==> src/rtl/scc_sat_counter.sv <==
// scc_sat_counter: up-counter that sticks at all-ones instead of wrapping.
module scc_sat_counter #(
    parameter int W = 8
) (
    input  logic         clk,
    input  logic         rst,
    input  logic         inc,
    input  logic         clr,
    output logic [W-1:0] count
);
    logic [W-1:0] r_count;
    always_ff @(posedge clk) begin
        if (rst || clr) r_count <= '0;
        else if (inc && r_count != '1) r_count <= r_count + 1'b1;
    end
    assign count = r_count;
endmodule

==> config.mk <==
export PLATFORM = sky130hd
export DESIGN_NAME = scc_sat_counter
export DESIGN_NICKNAME = d
export VERILOG_FILES = /design/src/rtl/scc_sat_counter.sv
export SDC_FILE = /design/constraint.sdc
export NUM_CORES = 1
export LEC_CHECK = 0
export BUFFER_PORTS_ARGS = -buffer_cell sky130_fd_sc_hd__buf_2
export CAP_MARGIN = 20
export CORE_AREA = 2 2 39 41
export DETAILED_ROUTE_END_ITERATION = 12
export DIE_AREA = 0 0 41 43
export GPL_ROUTABILITY_DRIVEN = 0
export GPL_TIMING_DRIVEN = 0
export PLACE_DENSITY_LB_ADDON = 0.3
export SLEW_MARGIN = 20
export SYNTH_ARGS = -nofsm -noshare
export SYNTH_HDL_FRONTEND = slang
export SYNTH_SLANG_ARGS = --single-unit
==> constraint.sdc <==
create_clock -name clk -period 2.6 [get_ports clk]
set_input_delay 0.13 -clock clk [delete_from_list [all_inputs] [get_ports clk]]
set_output_delay 0.13 -clock clk [all_outputs]
set_load 0.01 [all_outputs]
-- After elaboration in Yosys (flattened, before gate mapping)
Cells that the tools add are included.
- register bits: 8
- latch bits: 0
- bits in writable memories: 0
- memory bits (read-only): 0
- input bits: 4
- output and inout bits: 8
- logic and storage cells: 5
- memories: 0
- add/subtract/negate cells: 1
- $mul: 0
- div/mod/pow operators: 0
- order comparisons: 0
- equal/unequal tests: 1
- shift-type cells: 0
- mux-type cells: 0
- bitwise operators: 0
- reduce and logical (&&, ||, !) cells: 2
- operator list (cell ; number):
    8-bit by 1-bit adder with 8-bit output (second input constant) ; 1
    8-bit inequality test (second input constant) ; 1
    1-bit logical AND ; 1
    1-bit logical OR ; 1

-- Longest topological paths before layout
- depth in word-level cells: 2
- gate-level depth with buffers: 4
- gate-level depth less buffers: 4

-- Worst setup path before layout
No wires, ideal clock.
- path type: reg-to-reg
- start: reg r_count[0] (netlist: count[0])
- end: reg r_count[6] (netlist: count[6])
- library setup time: 115 ps
- data arrival time: 1294 ps
- required time: 2485 ps
- setup slack: 1190 ps
- stages on the path, launching flop included: 5
- path buffers: 0
- clock period less this slack: 1410 ps
- cell sequence: dfxtp_1 > ha_1 > nand3_1 > or4_1 > and3_1
- cells in the longest elaborated chain, start to end: 2
- elaborated cells on any way between the ends: 3
- classes of those cells: 1 x add/sub; 1 x eq/ne; 1 x reduce/logical
- RTL lines (element ; RTL line ; RTL):
    start, declared ; 11 ; logic [W-1:0] r_count;
    start signal, assigned ; 14 ; else if (inc && r_count != '1) r_count <= r_count + 1'b1;
    parallel branches: the longest is 2 deep, another holds 8-bit by 1-bit adder with 8-bit output ; -- ;
Parallel ways; which one is timed is not known.
A chain may end at the register's enable or synchronous reset.

-- Worst setup path in the final report
Same ends and word-level chain as after synthesis.

==> run metrics <==
Final Hold Violating Endpoints 0; total track usage 12.0%; maximum root-to-sink buffer count 2; Final Max Tran Viols 0; total number of vias 406; Die Area 0.00176 mm2; Post-CTS Hold Buffers 0; initial antenna violation count 0; chip width 41 um; Clk Latency, worst-skew pair 0.26 ns; Core Region 0.00138 mm2; r2r setup slk 1.16 ns; Lkg Pwr 0.000233 uW; Die Y 43 um; global-route wire length before repair 1.39 mm; Routed Antenna Nets 0; RSZ-0062 raised after global routing false; H-Tree Depth 1; Slew HR 66.7%; via/cell ratio 5.21; Hold Path End count[2]$_SDFFE_PP0P_; I/O pin count 12; post-synthesis sequential area ratio 38.0%; Final HPWL DP 659 um; CTS root buf clkbuf_4; # fillers 153; Post-Syn Instances 48; fin util 37.5%; port buffer count 11; status complete, no violations; commonest cells after routing, fill and taps aside buf_2, dfxtp_1, nand2_1; Ant. Diodes 0; Setup crit start kind register; hold crit path type in2reg; Avg WL per Cell 11.9 um; CP startpoint count[0]$_SDFFE_PP0P_; max reg flops 8; Setup-failing EPs final 0; VDD IR-drop max 0.179 mV; Layout Nets 69; row cnt 14; WL final 928 um; Setup Buffers After CTS 0; Unique masters post-synth 23; WS Path Type reg2reg; P per Cell Area 452 mW/mm2; Syn Area/Cell 8.78 um2; Yosys reg bits 8; share of layout cells above drive strength 1 30.6%; HP Start rst; r2r endpoint count[6]$_SDFFE_PP0P_; critical-path maximum fanout 5; DR iter-0 viols 5; worst reg-to-reg path cell count 4; Worst Path Arrival 1.59 ns; vias in the first global route 336; clock sinks 8; most common cell after layout, fill and taps aside buf_2; Initial Util 30.5%; Period minus WS final 1.44 ns; CTS tree done; max-cap viol count 0; Mapped Nets 53; Post-Syn Area 422 um2; largest net degree at the start of global routing 9; critical path data required time 2.75 ns; P&R area growth vs syn 23.1%; CP endpoint kind register; grt total ovfl 0; clk slew on worst S/H paths 0.05 ns; Tcrit/Tclk final 55.3%; post_cts resized 0; Fmax 695 MHz; CTS buffer count 3; worst hold stages 2; first-pass iteration count of the detailed router 3; Tightest Pin Transition 0.497 ns; Crit Reg-Reg Startpoint count[0]$_SDFFE_PP0P_; setup total negative slack 0 ns; Setup Skew 0.00111 ns; drt drc 0; Ys Warns 0
[layer usage]
metal  wire length [um]  GRT usage [%]  share of wire (%)
met4                 19           10.0                2.0
met2                378           14.7                 41
met3                 57           3.14                6.1
met1                471           16.5                 51
met5                  0              0                  0
[worst max path at each step]
| stage | slack (ns) | to | depth (start not counted) |
|---|---|---|---|
| after floorplan | 1.19 | count[6]$_SDFFE_PP0P_ | 4 |
| after global placement | 1.17 | count[6]$_SDFFE_PP0P_ | 4 |
| after detailed placement | 1.17 | count[6]$_SDFFE_PP0P_ | 4 |
| after CTS | 1.16 | count[6]$_SDFFE_PP0P_ | 4 |
| after global routing | 1.05 | count[6]$_SDFFE_PP0P_ | 4 |
| final | 1.16 | count[6]$_SDFFE_PP0P_ | 4 |
[worst max-delay path, stage by stage, from the launching register on]
cell	delay, ns
dfxtp_1	0.37
ha_1	0.25
nand3_1	0.13
or4_1	0.40
and3_1	0.18
[synthesized netlist by cell type]
cell / instances / area [um2]
dfxtp_1: 8 / 160
or4_1: 1 / 7.51
nor2_1: 1 / 3.75
o2111ai_1: 1 / 8.76
nand3_1: 2 / 10.0
a21boi_0: 1 / 7.51
nand4_1: 2 / 12.5
and4_2: 1 / 10.0
and2_2: 1 / 7.51
or3_2: 1 / 7.51
mux2i_1: 4 / 40.0
and4_1: 1 / 8.76
and3b_1: 2 / 17.5
a21oi_1: 5 / 25.0
o21ai_0: 1 / 5.00
buf_2: 1 / 5.00
inv_1: 1 / 3.75
or3_1: 2 / 12.5
nand2_1: 7 / 26.3
ha_1: 1 / 12.5
nor4_1: 1 / 6.26
and3_1: 2 / 12.5
a21boi_2: 1 / 11.3
[cells by family after synthesis]
logic type / share of synthesized area (%)
AO/OA/AOI/OAI: 13.6
adder cells (fa/ha/maj): 2.97
AND/OR/NAND/NOR: 33.8
multiplexers: 9.50
buffers and inverters: 2.08
flip-flops: 38.0
[power breakdown]
group          internal [uW]  total (uW)  switching [uW]
clock network           52.9        96.4            43.5
logic                   5.92        13.3            7.34
registers                124         125            1.07
total                    183         234            51.9
[metrics by stage]
stage,power (uW),hold WS [ns],instance area (um2),instances,worst slack [ns]
6_report,234,0.0944,519,78,1.16
5_1_grt,244,0.102,519,78,1.05
4_1_cts,237,0.0894,519,78,1.16
3_5_place_dp,141,0.356,497,75,1.17
3_3_place_gp,141,0.358,497,75,1.17
2_1_floorplan,134,0.208,422,48,1.19
[layout make-up]
| class | count | area, um2 | share of cell area [%] |
|---|---|---|---|
| tap | 16 | 20.0 | 3.86 |
| buffer | 1 | 5.00 | 0.964 |
| sequential | 8 | 160 | 30.8 |
| clock buffer | 3 | 22.5 | 4.34 |
| inverter | 1 | 3.75 | 0.723 |
| multi-input combinational | 38 | 253 | 48.7 |
| timing repair buffer | 11 | 55.1 | 10.6 |
Power figures use the tool's default switching activity.
